## src/rtl/mult_controlunit_if.sv

```systemverilog
// Handshake and datapath-control bundle between the shift-add multiplier controller
// and its operand source / datapath.
interface mult_controlunit_if #(
    parameter int unsigned WIDTH = 8
);
    localparam int unsigned CW = $clog2(WIDTH + 1);

    logic          inputdata_ready;
    logic          inputdata_ack;
    logic          loaddata;
    logic          multiplier_lsb;
    logic          multiplier_zero;
    logic          addenable;
    logic          shiftenable;
    logic          result_valid;
    logic          result_ready;
    logic          busy;
    logic [CW-1:0] count;

    // Environment side: operand source, datapath status and result consumer
    modport master (
        output inputdata_ready,
        output multiplier_lsb,
        output multiplier_zero,
        output result_ready,
        input  inputdata_ack,
        input  loaddata,
        input  addenable,
        input  shiftenable,
        input  result_valid,
        input  busy,
        input  count
    );

    // Controller side
    modport slave (
        input  inputdata_ready,
        input  multiplier_lsb,
        input  multiplier_zero,
        input  result_ready,
        output inputdata_ack,
        output loaddata,
        output addenable,
        output shiftenable,
        output result_valid,
        output busy,
        output count
    );
endinterface

```

## src/rtl/mult_controlunit.sv

```systemverilog
// Sequencing controller for a shift-add multiplier datapath: operand handshake,
// WIDTH add/shift iterations with optional early exit, held result handshake.
module mult_controlunit #(
    parameter int unsigned WIDTH      = 8,
    parameter bit          EARLY_EXIT = 1'b0,
    parameter int unsigned CW         = $clog2(WIDTH + 1)
) (
    input  logic                clk,
    input  logic                reset,
    mult_controlunit_if.slave   bus
);

    typedef enum logic [1:0] {
        IDLE = 2'd0,
        LOAD = 2'd1,
        CALC = 2'd2,
        DONE = 2'd3
    } state_t;

    localparam logic [CW-1:0] LAST_STEP = CW'(WIDTH - 1);

    state_t        state;
    logic [CW-1:0] count_q;
    logic          ack_q;
    logic          load_q;
    logic          busy_q;
    logic          valid_q;

    logic          exit_c;
    logic          step_c;

    // Mealy step decode: a CALC cycle either performs one add/shift step or observes zero
    always_comb begin
        exit_c = EARLY_EXIT && bus.multiplier_zero;
        step_c = (state == CALC) && !exit_c;
    end

    // State and registered outputs; ack only rises after the first edge out of reset
    always_ff @(posedge clk or negedge reset) begin
        if (!reset) begin
            state   <= IDLE;
            count_q <= '0;
            ack_q   <= 1'b0;
            load_q  <= 1'b0;
            busy_q  <= 1'b0;
            valid_q <= 1'b0;
        end else begin
            case (state)
                IDLE: begin
                    if (ack_q && bus.inputdata_ready) begin
                        state   <= LOAD;
                        ack_q   <= 1'b0;
                        load_q  <= 1'b1;
                        busy_q  <= 1'b1;
                        count_q <= '0;
                    end else begin
                        ack_q <= 1'b1;
                    end
                end
                LOAD: begin
                    state  <= CALC;
                    load_q <= 1'b0;
                end
                CALC: begin
                    if (exit_c) begin
                        state   <= DONE;
                        busy_q  <= 1'b0;
                        valid_q <= 1'b1;
                    end else begin
                        count_q <= count_q + CW'(1);
                        if (count_q == LAST_STEP) begin
                            state   <= DONE;
                            busy_q  <= 1'b0;
                            valid_q <= 1'b1;
                        end
                    end
                end
                DONE: begin
                    if (bus.result_ready) begin
                        state   <= IDLE;
                        valid_q <= 1'b0;
                        ack_q   <= 1'b1;
                    end
                end
                default: begin
                    state   <= IDLE;
                    ack_q   <= 1'b0;
                    load_q  <= 1'b0;
                    busy_q  <= 1'b0;
                    valid_q <= 1'b0;
                end
            endcase
        end
    end

    assign bus.inputdata_ack = ack_q;
    assign bus.loaddata      = load_q;
    assign bus.busy          = busy_q;
    assign bus.result_valid  = valid_q;
    assign bus.count         = count_q;
    assign bus.shiftenable   = step_c;
    assign bus.addenable     = step_c && bus.multiplier_lsb;

endmodule

```

## src/flat_wrapper.sv

```systemverilog
// flat-port wrapper written by rule: the top's interface ports become plain ports
module mult_controlunit_flat 
#(
    parameter int unsigned WIDTH      = 8,
    parameter bit          EARLY_EXIT = 1'b0,
    parameter int unsigned CW         = $clog2(WIDTH + 1)
)
  (clk, reset, bus_inputdata_ready, bus_multiplier_lsb, bus_multiplier_zero, bus_result_ready, bus_inputdata_ack, bus_loaddata, bus_addenable, bus_shiftenable, bus_result_valid, bus_busy, bus_count);
  mult_controlunit_if #(.WIDTH(WIDTH)) bus_i ();
  input  logic clk;
  input  logic reset;
  input wire logic [$bits(bus_i.inputdata_ready)-1:0] bus_inputdata_ready;
  input wire logic [$bits(bus_i.multiplier_lsb)-1:0] bus_multiplier_lsb;
  input wire logic [$bits(bus_i.multiplier_zero)-1:0] bus_multiplier_zero;
  input wire logic [$bits(bus_i.result_ready)-1:0] bus_result_ready;
  output wire logic [$bits(bus_i.inputdata_ack)-1:0] bus_inputdata_ack;
  output wire logic [$bits(bus_i.loaddata)-1:0] bus_loaddata;
  output wire logic [$bits(bus_i.addenable)-1:0] bus_addenable;
  output wire logic [$bits(bus_i.shiftenable)-1:0] bus_shiftenable;
  output wire logic [$bits(bus_i.result_valid)-1:0] bus_result_valid;
  output wire logic [$bits(bus_i.busy)-1:0] bus_busy;
  output wire logic [$bits(bus_i.count)-1:0] bus_count;
  assign bus_i.inputdata_ready = bus_inputdata_ready;
  assign bus_i.multiplier_lsb = bus_multiplier_lsb;
  assign bus_i.multiplier_zero = bus_multiplier_zero;
  assign bus_i.result_ready = bus_result_ready;
  assign bus_inputdata_ack = bus_i.inputdata_ack;
  assign bus_loaddata = bus_i.loaddata;
  assign bus_addenable = bus_i.addenable;
  assign bus_shiftenable = bus_i.shiftenable;
  assign bus_result_valid = bus_i.result_valid;
  assign bus_busy = bus_i.busy;
  assign bus_count = bus_i.count;
  mult_controlunit #(.WIDTH(WIDTH), .EARLY_EXIT(EARLY_EXIT), .CW(CW)) u_core (.clk(clk), .reset(reset), .bus(bus_i));
endmodule
```

## config.mk

```make
export PLATFORM = sky130hd
export DESIGN_NAME = mult_controlunit_flat
export DESIGN_NICKNAME = d
export VERILOG_FILES = /design/src/rtl/mult_controlunit_if.sv /design/src/rtl/mult_controlunit.sv /design/src/flat_wrapper.sv
export SDC_FILE = /design/constraint.sdc
export NUM_CORES = 1
export LEC_CHECK = 0
export ABC_AREA = 1
export BUFFER_PORTS_ARGS = -buffer_cell sky130_fd_sc_hd__buf_2
export CORE_AREA = 8 8 55 57
export CTS_BUF_LIST = sky130_fd_sc_hd__clkbuf_8 sky130_fd_sc_hd__clkbuf_16
export DETAILED_ROUTE_END_ITERATION = 6
export DIE_AREA = 0 0 63 65
export GPL_TIMING_DRIVEN = 0
export SYNTH_ARGS = -nofsm -noshare
export SYNTH_HDL_FRONTEND = slang
export SYNTH_SLANG_ARGS = --single-unit
```

## constraint.sdc

```tcl
create_clock -name clk -period 1.8 [get_ports clk]
set_clock_uncertainty 0.2 [all_clocks]
set_input_delay 0.36 -clock clk [delete_from_list [all_inputs] [get_ports clk]]
set_output_delay 0.36 -clock clk [all_outputs]
set_load 0.01 [all_outputs]
```

==> metrics.txt <==
status=complete, no violations; Initial Util=28.8%; Synth top area share=40.4%; Non-Filler Instances=127; Period minus WS final=1.68 ns; H-tree levels=1; placer congestion estimate=0.778; drt pass-1 iters=4; hold crit path type=primary input to register; Worst-Skew Late Latency=0.24 ns; layout cells sized above 1=34.3%; DIE AREA=4100 sq um; Cell Count Post-Placement=120; power after layout=1360 uW; vias per inst=4.41; Remaining DRCs=0; P_int=784 uW; Max-Cap Viols=0; setup TNS=0 ns; Die Width=63 um; CP startpoint kind=register; worst path cell trace=buf_4 -> buf_4 -> ha_1 -> inv_1 -> nor2_2 -> nor2_4 -> nand3_2 -> nand2_1 -> nand2_1; ys async rst share=100%; first-pass GRT wire length=2510 um; Max Slew Vio Count=0; Final ANT Viol Nets=0; Max Fclk=595 MHz; CP Capture Type=register; GRT overflow=0; site row count=17; Net Count, Synth=89; Final nets=111; Avg Inst Size Synth=7.94 sq um; CP delay by family, top=flip-flops; initial antenna violation count=0; Synth area leaders=dfrtp_1 (40%), nand2_1 (13%), ha_1 (10%); Top Layer Used=met4; clock sinks=10; slowest cell on the critical path=dfrtp_1; Psw=573 uW; post-synthesis register bit count=10; num ports=16; P_leak=0.000453 uW; clock buffer count from CTS=3; Vias=560; vias in the first global route=561; Initial DRC Count=14; worst hold slack=0.255 ns; final setup fails=0; Post-synth EDFFs=0; Buffers on Ports=14; worst-path fanout max=3; largest net degree at the start of global routing=11; most frequent cell after synthesis=nand2_1; Rel. slew slack=84.3%; Clock Power Share=21.3%; CTS max path bufs=2; met2 WL=626 um; CTS tree=done; synth cell count leaders=nand2_1 (21), inv_1 (11), dfrtp_1 (10); hpwl dp=1050 um; Area Growth Syn to Fin=30.1%; Combinational Power Share=50.3%; drt total wl=1420 um; Routed WL per cell=11.2 um; Total GRT Usage=7.95%; Worst-path clk slew=0.05 ns; post-synthesis cell area=619 sq um; Synth area leader=dfrtp_1; cells after synthesis=78; final hold vios=0; post-layout util=37.5%; worst slew pin tran=0.236 ns; DR WL met3=90 um; Cell Pwr Density=1680 nW/um^2; Final Cycle Share=93.3%; Peak VDD IR=620 uV; Arr. time, crit path=1.61 ns; core area=2150 sq um; DRT met1 WL=661 um; Ys Warns=0; Die Y=65 um; kind of critical path=register to register; CP max stage delay=0.39 ns; register share of total power=28.4%; root buffer cell=clkbuf_8; Req. time, crit path=1.73 ns; Sw Share=42.2%; Synth Flop Type=dfrtp_1; # diodes=0; Distinct cells, synth=19; Seq/Total Area, Yosys=40.4%; CP Buf/Inv Count=3
[power groups by stage]
stage	Combinational (uW)	Clock [uW]	Sequential, uW
2_1_floorplan	437	0	413
6_report	682	289	386
3_3_place_gp	635	0	388
5_1_grt	783	317	401
4_1_cts	692	298	384
3_5_place_dp	650	0	394
[sequential cells by signal, indices dropped and copies added (netlist names)]
register	flops
u_core.state	2
u_core.bus.busy	1
u_core.bus.count	4
u_core.bus.result_valid	1
u_core.bus.loaddata	1
u_core.bus.inputdata_ack	1
[cell type report]
cell class,count,area [sq um]
Timing Repair Buffer,18,103
Multi-Input combinational cell,54,314
Clock buffer,4,55.1
Tap cell,28,35.0
Sequential cell,10,250
Fill cell,219,1340
Inverter,13,48.8
[path summary, 6_finish.rpt]
path                                                           from                                    to  slack [ns]  cells past startpoint
worst min-delay path                               bus_result_ready  u_core.bus.inputdata_ack$_DFFE_PN0P_        0.25                      3
worst max register to register          u_core.state[0]$_DFFE_PN0P_           u_core.state[0]$_DFFE_PN0P_        0.12                      9
min in group asynchronous                                     reset       u_core.bus.loaddata$_DFFE_PN0P_        0.31                      2
worst min register to register  u_core.bus.result_valid$_DFFE_PN0P_   u_core.bus.result_valid$_DFFE_PN0P_        0.26                      2
max in group asynchronous                                     reset           u_core.state[1]$_DFFE_PN0P_        0.89                      2
worst max-delay path                    u_core.state[0]$_DFFE_PN0P_           u_core.state[0]$_DFFE_PN0P_        0.12                      9
[worst register-to-register path: cells and delay by family, from the launching register on]
| kind | cells | cell delay [ns] |
|---|---|---|
| fa+ha+maj | 1 | 0.22 |
| buf+inv | 3 | 0.38 |
| flops | 1 | 0.39 |
| simple gates | 5 | 0.38 |
[logic make-up after synthesis]
kind of cell / count (synthesis) / share of synthesized area (%)
buffers and inverters: 14 / 9.70
AOI/OAI and AO/OA: 8 / 7.07
adders and majority gates: 5 / 10.1
and+or+nand+nor: 41 / 32.7
DFF: 10 / 40.4
[metal layers]
layer	track usage, %	vias to the layer above
li1	-	294
met1	9.09	247
met2	11.0	15
met3	3.09	4
met4	7.69	0
met5	0	-
[cells in the final DEF, fill, tap and decap left out, types with 2 or more instances in the layout]
cell,n
nand2_1,20
buf_2,14
inv_1,10
dfrtp_1,10
nand3_1,6
nand2_2,4
o21ai_0,4
ha_1,4
clkbuf_8,4
inv_2,3
nand4_1,3
nor2_1,3
buf_4,3
a21oi_1,2
[what timing repair did]
item / in CTS / in global routing
hold endpoints to repair: 10 / 0
setup endpoints to repair: 1 / 1
setup buffers: 2 / 1
resized for setup: 0 / 3
pin swaps: 0 / 1
hold buffers: 1 / 0
[stage by stage]
stage / setup slack (ns) / instance area, sq um
finish: 0.120 / 806
global route: -0.00856 / 806
CTS: 0.0306 / 805
detailed placement: 0.190 / 724
global placement: 0.227 / 724
floorplan: 0.267 / 619
Note: power is estimated with default switching activity, not from simulation.
